### config.mk
export PLATFORM = sky130hd
export DESIGN_NAME = hbc_bus_sync
export DESIGN_NICKNAME = d
export VERILOG_FILES = /design/src/rtl/hbc_pkg.sv /design/src/rtl/hbc_sync_cell.sv /design/src/rtl/hbc_bus_sync.sv
export SDC_FILE = /design/constraint.sdc
export NUM_CORES = 1
export LEC_CHECK = 0
export ABC_AREA = 0
export BUFFER_PORTS_ARGS = -buffer_cell sky130_fd_sc_hd__buf_2
export CAP_MARGIN = 10
export CORE_AREA = 5 5 80 82
export CTS_CLUSTER_SIZE = 40
export DETAILED_ROUTE_END_ITERATION = 8
export DIE_AREA = 0 0 85 87
export GPL_ROUTABILITY_DRIVEN = 0
export PLACE_DENSITY = 0.69
export SLEW_MARGIN = 20
export SYNTH_ARGS = -nofsm -noshare
export SYNTH_HDL_FRONTEND = slang
export SYNTH_HIERARCHICAL = 1
export SYNTH_SLANG_ARGS = --single-unit
export TNS_END_PERCENT = 50
### constraint.sdc
create_clock -name clk -period 1.65 [get_ports clk]
set_input_delay 0 -clock clk [delete_from_list [all_inputs] [get_ports clk]]
set_output_delay 0 -clock clk [all_outputs]
set_load 0.02 [all_outputs]
### src/rtl/hbc_pkg.sv
// Shared types and constants for the HBC host bus front end.
package hbc_pkg;

    localparam int unsigned HBC_ADDR_W = 2;
    localparam int unsigned HBC_DATA_W = 8;
    localparam logic [HBC_DATA_W-1:0] HBC_RD_FAIL_DATA = 8'hFF;

    typedef enum logic [2:0] {
        StIdle,
        StWrite,
        StReadReq,
        StReadHold,
        StWaitIdle
    } hbc_state_t;

endpackage

### src/rtl/hbc_sync_cell.sv
// Multi-bit flop chain synchroniser with a configurable reset value.
module hbc_sync_cell #(
    parameter int unsigned STAGES = 2,
    parameter int unsigned WIDTH = 1,
    parameter logic [WIDTH-1:0] RST_VAL = '0
) (
    input  logic             clk,
    input  logic             rst_n,
    input  logic [WIDTH-1:0] d,
    output logic [WIDTH-1:0] q
);

    logic [WIDTH-1:0] chain [STAGES];

    // Shift the asynchronous input through STAGES flops.
    always_ff @(posedge clk or negedge rst_n) begin
        if (!rst_n) begin
            for (int i = 0; i < STAGES; i++) begin
                chain[i] <= RST_VAL;
            end
        end else begin
            chain[0] <= d;
            for (int i = 1; i < STAGES; i++) begin
                chain[i] <= chain[i-1];
            end
        end
    end

    assign q = chain[STAGES-1];

endmodule

### src/rtl/hbc_bus_sync.sv
// HBC host bus front end: synchronises host strobes, address and data into
// the clk domain and turns host accesses into single-cycle write commands
// and read request/acknowledge handshakes toward the register bank.
// Optional macro HBC_BUS_GLITCH_FILTER_EN: strobes are accepted only after
// three consecutive equal synchronised samples (+2 cycles edge latency).
module hbc_bus_sync
    import hbc_pkg::*;
#(
    parameter int unsigned SYNC_STAGES = 2,
    parameter int unsigned ADDR_W      = HBC_ADDR_W,
    parameter int unsigned DATA_W      = HBC_DATA_W,
    parameter int unsigned RD_TIMEOUT  = 15
) (
    input  logic              clk,
    input  logic              rst_n,
    input  logic              CSn,
    input  logic              WRn,
    input  logic              RDn,
    input  logic [ADDR_W-1:0] address,
    input  logic [DATA_W-1:0] data_in,
    output logic [DATA_W-1:0] data_out,
    output logic              data_oe,
    output logic              wr_stb,
    output logic [ADDR_W-1:0] wr_addr,
    output logic [DATA_W-1:0] wr_data,
    output logic              rd_req,
    output logic [ADDR_W-1:0] rd_addr,
    input  logic              rd_ack,
    input  logic [DATA_W-1:0] rd_data,
    output logic              err,
    input  logic              err_clr
);

    localparam int unsigned TMR_W = $clog2(RD_TIMEOUT + 1);
    localparam logic [TMR_W-1:0] TMR_LAST = TMR_W'(RD_TIMEOUT - 1);

    logic [2:0]        strb_s;
    logic [ADDR_W-1:0] addr_s;
    logic [DATA_W-1:0] data_s;
    logic              ws_raw, rs_raw;
    logic              ws, rs;
    logic              ws_d, rs_d;
    hbc_state_t        state;
    logic [ADDR_W-1:0] hold_addr;
    logic [DATA_W-1:0] hold_data;
    logic [TMR_W-1:0]  tmr;

    // Strobes idle high so reset never looks like an access.
    hbc_sync_cell #(
        .STAGES (SYNC_STAGES),
        .WIDTH  (3),
        .RST_VAL(3'b111)
    ) u_sync_strb (
        .clk  (clk),
        .rst_n(rst_n),
        .d    ({CSn, WRn, RDn}),
        .q    (strb_s)
    );

    hbc_sync_cell #(
        .STAGES (SYNC_STAGES),
        .WIDTH  (ADDR_W),
        .RST_VAL('0)
    ) u_sync_addr (
        .clk  (clk),
        .rst_n(rst_n),
        .d    (address),
        .q    (addr_s)
    );

    hbc_sync_cell #(
        .STAGES (SYNC_STAGES),
        .WIDTH  (DATA_W),
        .RST_VAL('0)
    ) u_sync_data (
        .clk  (clk),
        .rst_n(rst_n),
        .d    (data_in),
        .q    (data_s)
    );

    assign ws_raw = !strb_s[1] && !strb_s[2];
    assign rs_raw = !strb_s[0] && !strb_s[2];

    // Pad enable straight from the pins so the bus is released immediately.
    assign data_oe = !RDn && !CSn;

`ifdef HBC_BUS_GLITCH_FILTER_EN
    // Two history bits plus the current sample give three consecutive samples.
    logic [1:0] ws_hist, rs_hist;
    logic       ws_flt, rs_flt;

    // Accept a new level only when three samples agree, otherwise hold.
    always_comb begin
        ws = ws_flt;
        rs = rs_flt;
        if (ws_raw && (&ws_hist)) begin
            ws = 1'b1;
        end else if (!ws_raw && !(|ws_hist)) begin
            ws = 1'b0;
        end
        if (rs_raw && (&rs_hist)) begin
            rs = 1'b1;
        end else if (!rs_raw && !(|rs_hist)) begin
            rs = 1'b0;
        end
    end

    // Sample history and hold the last accepted level.
    always_ff @(posedge clk or negedge rst_n) begin
        if (!rst_n) begin
            ws_hist <= 2'b00;
            rs_hist <= 2'b00;
            ws_flt  <= 1'b0;
            rs_flt  <= 1'b0;
        end else begin
            ws_hist <= {ws_hist[0], ws_raw};
            rs_hist <= {rs_hist[0], rs_raw};
            ws_flt  <= ws;
            rs_flt  <= rs;
        end
    end
`else
    assign ws = ws_raw;
    assign rs = rs_raw;
`endif

    // Delayed strobe levels for edge detection.
    always_ff @(posedge clk or negedge rst_n) begin
        if (!rst_n) begin
            ws_d <= 1'b0;
            rs_d <= 1'b0;
        end else begin
            ws_d <= ws;
            rs_d <= rs;
        end
    end

    // Access FSM with registered outputs; err set wins over err_clr.
    always_ff @(posedge clk or negedge rst_n) begin
        if (!rst_n) begin
            state     <= StIdle;
            wr_stb    <= 1'b0;
            wr_addr   <= '0;
            wr_data   <= '0;
            hold_addr <= '0;
            hold_data <= '0;
            rd_req    <= 1'b0;
            rd_addr   <= '0;
            data_out  <= '0;
            err       <= 1'b0;
            tmr       <= '0;
        end else begin
            wr_stb <= 1'b0;
            if (err_clr) begin
                err <= 1'b0;
            end
            case (state)
                StIdle: begin
                    if (ws && rs) begin
                        err   <= 1'b1;
                        state <= StWaitIdle;
                    end else if (ws && !ws_d) begin
                        hold_addr <= addr_s;
                        hold_data <= data_s;
                        state     <= StWrite;
                    end else if (rs && !rs_d) begin
                        rd_req  <= 1'b1;
                        rd_addr <= addr_s;
                        tmr     <= '0;
                        state   <= StReadReq;
                    end
                end
                StWrite: begin
                    if (rs && !rs_d) begin
                        err   <= 1'b1;
                        state <= StWaitIdle;
                    end else if (ws) begin
                        hold_addr <= addr_s;
                        hold_data <= data_s;
                    end else begin
                        wr_stb  <= 1'b1;
                        wr_addr <= hold_addr;
                        wr_data <= hold_data;
                        state   <= StIdle;
                    end
                end
                StReadReq: begin
                    // An aborted read still waits for ack or timeout.
                    if (rd_ack) begin
                        data_out <= rd_data;
                        rd_req   <= 1'b0;
                        state    <= StReadHold;
                    end else if (tmr == TMR_LAST) begin
                        data_out <= {DATA_W{1'b1}};
                        rd_req   <= 1'b0;
                        err      <= 1'b1;
                        state    <= StReadHold;
                    end else begin
                        tmr <= tmr + 1'b1;
                    end
                end
                StReadHold: begin
                    if (!rs) begin
                        state <= StIdle;
                    end
                end
                StWaitIdle: begin
                    if (!ws && !rs) begin
                        state <= StIdle;
                    end
                end
                default: state <= StIdle;
            endcase
        end
    end

endmodule
After elaboration in Yosys (flattened, before gate mapping) --
Index checks and enable logic that the tools add are counted.
Storage, ports and cells: bits in registers 68, bits of input ports 25, output and inout bits 24, word-level logic and storage cells 112
Cells by class: add/sub/neg operators 1, equality and inequality tests 18, muxes and demuxes 43, bitwise gates (word level) 4, reductions and logical operators 27
Operator list (number):
- 2-to-1 mux 8 bit | 6
- 2-to-1 mux 3 bit | 9
- 2-to-1 mux 4 bit | 5
- != test 2 bit (second input constant) | 10
- one-hot mux 8 bit (2 select lines) | 1
- one-hot mux 3 bit (5 select lines) | 1
- AND reduction 5 bit | 3
- 2-to-1 mux 1 bit | 13
- logical NOT 1 bit | 9
- 2-to-1 mux 2 bit | 4
- one-hot mux 4 bit (2 select lines) | 1
- logical AND 1 bit | 7
- equality test 3 x 2 -> 1 bit (second input constant) | 2
- != test 3 bit (second input constant) | 2
- AND reduction 6 bit | 1
- nonzero test 2 bit | 3
- adder 4 x 1 -> 4 bit (second input constant) | 1
- equality test 4 bit (second input constant) | 1
- != test 4 bit (second input constant) | 1
- NOT 1 bit | 4
- one-hot mux 2 bit (2 select lines) | 1
- AND reduction 4 bit | 1
- equality test 3 x 1 -> 1 bit (second input constant) | 1
- equality test 3 bit (second input constant) | 1
- 5 further kinds | 5

Depth between registers and ports, before layout --
Gate-level depths: netlist of run 1.
word-level depth 7, mapped depth 6

Modules after synthesis --
The synthesis of run 1 kept the hierarchy.
By module, submodules not included:
- hbc_bus_sync | times used 1, cells each 136, area each 1868.0 µm², seq. area each 1051.0 µm²
- hbc_sync_cell (u_sync_data) | times used 1, cells each 24, area each 460.4 µm², seq. area each 400.4 µm²
- hbc_sync_cell (u_sync_strb) | times used 1, cells each 9, area each 180.2 µm², seq. area each 157.7 µm²
- hbc_sync_cell (u_sync_addr) | times used 1, cells each 6, area each 115.1 µm², seq. area each 100.1 µm²

Least setup slack after synthesis of run 1 --
Ideal clock, no wire load.
kind register to register, start point reg u_sync_strb.chain, in the netlist u_sync_strb/q[0], end point reg wr_addr[0], arrival 1.555 ns, required time 1.525 ns, setup slack -0.030 ns, cell stages (with the launch flop) 7, path through dfstp_2 buf_4 clkbuf_2 nor3_1 and4bb_1 buf_6 mux2_4
Between the ends: cells in the longest elaborated chain, start to end 5
Ends and longest elaborated chain:
- from (decl) | RTL line hbc_sync_cell.sv:13 | logic [WIDTH-1:0] chain [STAGES];
- from (signal, indexed assignment) | RTL line hbc_sync_cell.sv:24 | chain[i] <= chain[i-1];
- logical NOT 1 bit | RTL line hbc_bus_sync.sv:83 | assign rs_raw = !strb_s[0] && !strb_s[2];
- logical AND 1 bit | RTL line hbc_bus_sync.sv:83
- logical AND 1 bit | RTL line hbc_bus_sync.sv:175 | if (rs && !rs_d) begin
- NOT 1 bit (no source line)
- AND reduction 3 bit (no source line)
- to (signal assigned) | RTL line hbc_bus_sync.sv:183 | wr_addr <= hold_addr;
- to (decl) | RTL line hbc_bus_sync.sv:24 | output logic [ADDR_W-1:0] wr_addr,
No other way between the ends. A chain may end at the register's enable or synchronous reset.

Worst setup path after layout of run 1 --
start point reg state[2], end point reg wr_data[7]
Between the ends: cells in the longest elaborated chain, start to end 2
Ends and longest elaborated chain:
- from (decl) | RTL line hbc_bus_sync.sv:43 | hbc_state_t state;
- from (signal assigned) | RTL line hbc_bus_sync.sv:142 | state <= StIdle;
- from (signal assigned) | RTL line hbc_bus_sync.sv:162 | state <= StWaitIdle;
- from (signal assigned) | RTL line hbc_bus_sync.sv:166 | state <= StWrite;
- equality test 3 x 1 -> 1 bit | RTL line hbc_bus_sync.sv:158 | case (state)
- AND reduction 3 bit (no source line)
- to (signal assigned) | RTL line hbc_bus_sync.sv:184 | wr_data <= hold_data;
- to (decl) | RTL line hbc_bus_sync.sv:25 | output logic [DATA_W-1:0] wr_data,
No other way between the ends.

==> impl_metrics.tcl, run 1 <==
set metrics [dict create \
    hold_ws_ns 0.0813 \
    path_cells "nor2_1 > and4bb_1 > buf_12 > mux2_2" \
    post_drt_wl_per_cell_um 14.0 \
    start_util 0.462 \
    fin_cells 326 \
    final_hold_viol_count 0 \
    dp_cells 287 \
    worstSetupPathDepth 4 \
    r2r.worst_path.cells 4 \
    skew_ns 0.00647 \
    worstPathArrival_ns 1.80 \
    vias 1537 \
    worstHoldPathCells 4 \
    drv_cap 0 \
    ant_nets 0 \
    io_pins 49 \
    postSynthCellCount 175 \
    numCtsBuffers 9 \
    clkLatencyLatePin_ns 0.33 \
    max_clock_freq_mhz 634 \
    syn_avg_cell_area_um2 15.0 \
    clk_pin_slew_ns 0.07 \
    cp_slowest_cell "dfrtp_1" \
    antennaDiodeCount 0 \
    final_nets 273 \
    outcome "finished clean" \
    htreeDepth 3 \
    rows 28 \
    hold_path_class "in2reg" \
    p_per_area_mw_per_mm2 1630 \
    die_area_mm2 0.00740 \
    path_class "reg2reg" \
    cts_tree "yes" \
    grt_max_degree 52 \
    area_delta_synth_final_pct 25.6 \
    period_needed_ns 1.58 \
    final.setup.tns_ns 0 \
    drc 0 \
    grt_pass1_wl_um 7700 \
    synth_seq_cells 68 \
    final_max_slew_viol_count 0 \
    vias_per_cell 4.71 \
    drt_iter0_drc 109 \
    grt_pass1_vias 1589 \
    period_share 0.957 \
    antenna_found_initial 0 \
    dieHeight_um 87 \
    die_w_um 85 \
    drt_pass1_iterations 4 \
    synth_nets 202 \
    slowest_delay_ns 0.51 \
    ys_seq_area_frac 0.651 \
    grt_usage 0.137 \
    p_total_mw 5.38 \
    final_area_mm2 0.00329 \
    cts_sinks 68 \
    synthArstFlopShare 1.00 \
    io_buffers 48 \
    fill_cells 462 \
    synth_warnings 6 \
    vdd_drop_max_v 0.000968 \
    ys.flop_type "dfrtp_1" \
    worstPathRequired_ns 1.87 \
    place_area_mm2 0.00289 \
    finalCoreUtilization 0.580 \
    p_leak_nw 1.54 \
    synth_edf_count 0 \
    finalSetupViolations 0 \
    routed_wl_um 4580 \
    crit_fanout 11 \
    grt_setup_unrepaired "no" \
    coreArea_mm2 0.00568 \
    pre_cts_slack_ns 0.0677 \
    worstMarginPinSlew_ns 0.418 \
    root_buffer "clkbuf_8" \
    relSlewSlack 0.722 \
    clockBufferDepth 2 \
    cp-end-kind "register" \
    start_kind "register" \
    hpwl_um 2970 \
    crit_buf_inv 1 \
    syn_area_mm2 0.00262 \
    yosys.cell_types.count 37 \
    crit_family "flip-flops" \
    grt-ovfl-total 0 \
    fin_ws_ns 0.0716 \
    drive_above_1_share 0.422 \
]
-- metal layers --
layer,GRT usage,share of wire,routed length (um)
met1,0.176,0.46,2110
met2,0.202,0.47,2160
met3,0.0331,0.050,229
met4,0.0978,0.017,79
met5,0,0,0
-- sequential cells by signal, summed over array words and instances, names as in the netlist, 2 cells and up --
| signal | cells |
|---|---|
| wr_addr | 2 |
| u_sync_addr/q | 2 |
| wr_data | 8 |
| hold_addr | 2 |
| rd_addr | 2 |
| u_sync_data/chain | 8 |
| u_sync_addr/chain | 2 |
| state | 3 |
| tmr | 4 |
| data_out | 8 |
| u_sync_strb/q | 3 |
| hold_data | 8 |
| u_sync_data/q | 8 |
| u_sync_strb/chain | 3 |
-- power breakdown --
| group | leakage [nW] | switching (mW) | internal, mW | total [mW] |
|---|---|---|---|---|
| Sequential | 0.806 | 0.329 | 2.17 | 2.50 |
| Combinational | 0.649 | 0.868 | 0.850 | 1.72 |
| Clock | 0.0824 | 0.587 | 0.582 | 1.17 |
-- cell usage in the layout (no fill, tap or decap), drive strengths merged, types with 2 or more instances in the layout --
master and instances:
o22a 8, nor3 2, o21ai 3, a31oi 2, inv 4, dlygate4sd3 23, o31ai 2, ha 2
clkbuf 12, nand2 6, mux2 22, buf 57, nand3 4, nor2b 2, clkinvlp 2, mux2i 2
clkinv 2, dfstp 6, nor2 8, a21oi 4, nand2b 2, dfrtp 62
-- synth_stat cells, drive strengths merged (2+ instances only) --
cell | number | area (um2)
nor3 | 2 | 10.0
mux2i | 2 | 20.0
nand3 | 4 | 20.0
ha | 2 | 25.0
inv | 4 | 15.0
a21oi | 4 | 20.0
o31ai | 2 | 15.0
nor2b | 2 | 12.5
nand2 | 6 | 22.5
a31oi | 2 | 12.5
dfstp | 6 | 158
mux2 | 22 | 285
nor2 | 8 | 32.5
nand2b | 2 | 12.5
buf | 19 | 153
o22a | 8 | 70.1
dfrtp | 62 | 1550
o21ai | 3 | 15.0
-- worst register-to-register path, stage by stage, from the launching register on --
cell	delay [ns]
dfrtp_1	0.51
nor2_1	0.20
and4bb_1	0.27
buf_12	0.16
mux2_2	0.33
-- logic make-up (layout without fill, tap and decap cells) --
group	Yosys count	after routing	synth area share
fa+ha+maj	2	2	0.00954
mux	24	24	0.116
flops	68	68	0.651
buf+inv	24	100	0.0658
simple gates	31	31	0.0763
compound gates	26	26	0.0806
-- path summary, 6_finish.rpt --
check,from,to,slack [ns]
worst max-delay path,state[2],wr_data[7],0.07
worst min-delay path,rd_ack,err,0.08
worst max register to register,state[2],wr_data[7],0.07
worst min register to register,u_sync_addr/chain[3],u_sync_addr/q[1],0.34
max in group asynchronous,rst_n,u_sync_strb/chain[3],0.88
min in group asynchronous,rst_n,err,0.13
-- layout make-up --
cell class | count | area (um2) | area share
Inverter | 4 | 15.0 | 0.00456
Tap cell | 75 | 93.8 | 0.0285
Clock buffer | 12 | 145 | 0.0441
Multi-Input combinational cell | 83 | 742 | 0.225
Timing Repair Buffer | 80 | 563 | 0.171
Clock inverter | 4 | 25.0 | 0.00760
Sequential cell | 68 | 1710 | 0.519
-- timing repair --
item	CTS	global route
endpoints found under the hold margin	43	0
hold buffers	23	0
endpoints found under the setup margin	0	1
resized for setup	0	1
buffers inserted	0	0
Power figures use the tool's default switching activity.
==> run 2: changes to the inputs <==
--- a/config.mk
+++ b/config.mk
@@ -13,7 +13,7 @@
 export DETAILED_ROUTE_END_ITERATION = 8
 export DIE_AREA = 0 0 85 87
 export GPL_ROUTABILITY_DRIVEN = 0
-export PLACE_DENSITY = 0.69
+export PLACE_DENSITY_LB_ADDON = 0.08
 export SLEW_MARGIN = 20
 export SYNTH_ARGS = -nofsm -noshare
 export SYNTH_HDL_FRONTEND = slang
==> run 2 against run 1 <==
Sequential share of layout area is 0.61 points lower. Largest power group unchanged. Fmax shrank 2.7%. Total power rose by 3.4%.
==> impl_metrics.tcl, run 2 (synthesis results as in run 1) <==
set metrics [dict create \
    outcome "finished clean" \
    coreArea_mm2 0.00568 \
    htreeDepth 3 \
    finalCoreUtilization 0.588 \
    worstPathArrival_ns 1.84 \
    final.setup.tns_ns 0 \
    area_delta_synth_final_pct 27.1 \
    drc 0 \
    pre_cts_slack_ns 0.00960 \
    final_nets 275 \
    final_common_cell "dfrtp_1" \
    p_per_area_mw_per_mm2 1670 \
    die_area_mm2 0.00740 \
    setup.worst_path.end "tmr[3]" \
    rrSetupSlack_ns 0.03 \
    hpwl_um 3400 \
    vdd_drop_max_v 0.000794 \
    relSlewSlack 0.679 \
    max_clock_freq_mhz 616 \
    skew_ns 0.00815 \
    cp-end-kind "register" \
    register_area_mm2 0.00171 \
    slowest_delay_ns 0.45 \
    grt_usage 0.145 \
    routed_wl_um 4870 \
    final_hold_viol_count 0 \
    worstReg2RegEnd "tmr[3]" \
    start_kind "register" \
    io_pins 49 \
    final_max_slew_viol_count 0 \
    grt_pass1_vias 1773 \
    drt_pass1_iterations 4 \
    drv_cap 0 \
    rows 28 \
    fill_cells 488 \
    crit_fanout 5 \
    grt_max_degree 34 \
    worstSetupPathDepth 5 \
    root_buffer "clkbuf_8" \
    worstPathRequired_ns 1.87 \
    fin_ws_ns 0.0274 \
    vias_per_cell 4.94 \
    grt_setup_unrepaired "yes" \
    hold_path_class "in2reg" \
    drive_above_1_share 0.431 \
    crit_start "tmr[1]" \
    post_drt_wl_per_cell_um 14.9 \
    numCtsBuffers 9 \
    clkLatencyLatePin_ns 0.33 \
    multi_input_area_um2 742 \
    clk_pin_slew_ns 0.07 \
    path_cells "ha_1 > and3_1 > nand2b_1 > and2_1 > a22o_1" \
    final_cell_mix "60 x dfrtp_1, 48 x buf_2, 23 x dlygate4sd3_1" \
    period_share 0.983 \
    die_w_um 85 \
    crit_family "simple AND/OR/NAND/NOR gates" \
    period_needed_ns 1.62 \
    fin_cells 328 \
    final_area_mm2 0.00334 \
    timing.rr.start "tmr[1]" \
    cts_sinks 68 \
    vias 1620 \
    place_area_mm2 0.00289 \
    p_leak_nw 1.56 \
    ant_nets 0 \
    path_class "reg2reg" \
    start_util 0.462 \
    antennaDiodeCount 0 \
    cp_slowest_cell "dfrtp_2" \
    grt_pass1_wl_um 8420 \
    dp_cells 286 \
    finalSetupViolations 0 \
    grt-ovfl-total 0 \
    clockBufferDepth 2 \
    antenna_found_initial 0 \
    worstMarginPinSlew_ns 0.481 \
    io_buffers 48 \
    cts_tree "yes" \
    drt_iter0_drc 42 \
    dieHeight_um 87 \
    r2r.worst_path.cells 5 \
    crit_buf_inv 0 \
]
## run 2: changes by cell type in the layout (fill, tap and decap cells not counted), sizes merged
cell	before	now
buf	57	59
bufinv	0	1
clkinv	2	1
## run 2: layout make-up
| cell class | count | share of cell area |
|---|---|---|
| Clock buffer | 12 | 0.0435 |
| Inverter | 4 | 0.00450 |
| Multi-Input combinational cell | 83 | 0.222 |
| Clock inverter | 4 | 0.0150 |
| Timing Repair Buffer | 82 | 0.173 |
| Tap cell | 75 | 0.0281 |
| Sequential cell | 68 | 0.513 |
## run 2: what timing repair did
action,CTS,global route
setup endpoints to repair,1,16
buffers inserted,0,3
pin swaps,1,2
endpoints found under the hold margin,51,0
hold buffers,23,0
resized for setup,0,2
## run 2: power breakdown
part / internal (mW) / leakage, nW / switching (mW) / total, mW
Combinational: 0.859 / 0.661 / 0.905 / 1.76
Sequential: 2.17 / 0.805 / 0.304 / 2.47
Clock: 0.738 / 0.0926 / 0.591 / 1.33
Total: 3.77 / 1.56 / 1.80 / 5.57
## run 2: through the flow
| step | total power [mW] | hold WS (ns) |
|---|---|---|
| after floorplan | 3.65 | -0.296 |
| after global placement | 4.14 | -0.0213 |
| after detailed placement | 4.22 | -0.0167 |
| after CTS | 5.62 | 0.0721 |
| after global routing | 5.88 | 0.0853 |
| final | 5.57 | 0.0878 |
## run 2: worst min path at each step
stage | start | to | slack, ns | depth (start not counted)
detailed placement | rst_n | wr_data[5] | -0.02 | 1
CTS | rd_ack | err | 0.07 | 4
floorplan | rst_n | data_out[0] | -0.30 | 0
global placement | rst_n | wr_data[5] | -0.02 | 1
finish | rd_ack | err | 0.09 | 4
global route | rd_ack | err | 0.09 | 4
## run 2: worst register-to-register path: cells and delay by family (launching register included)
| family | cells | cell delay, ns |
|---|---|---|
| and+or+nand+nor | 3 | 0.63 |
| DFF | 1 | 0.45 |
| AOI/OAI and AO/OA | 1 | 0.23 |
| adders and majority gates | 1 | 0.20 |
## run 2: metal layers
layer | track usage | vias to the layer above | part of all wire
met5 | 0 | - | 0
li1 | - | 747 | -
met1 | 0.173 | 822 | 0.41
met3 | 0.0350 | 13 | 0.033
met2 | 0.234 | 38 | 0.52
met4 | 0.0978 | 0 | 0.029
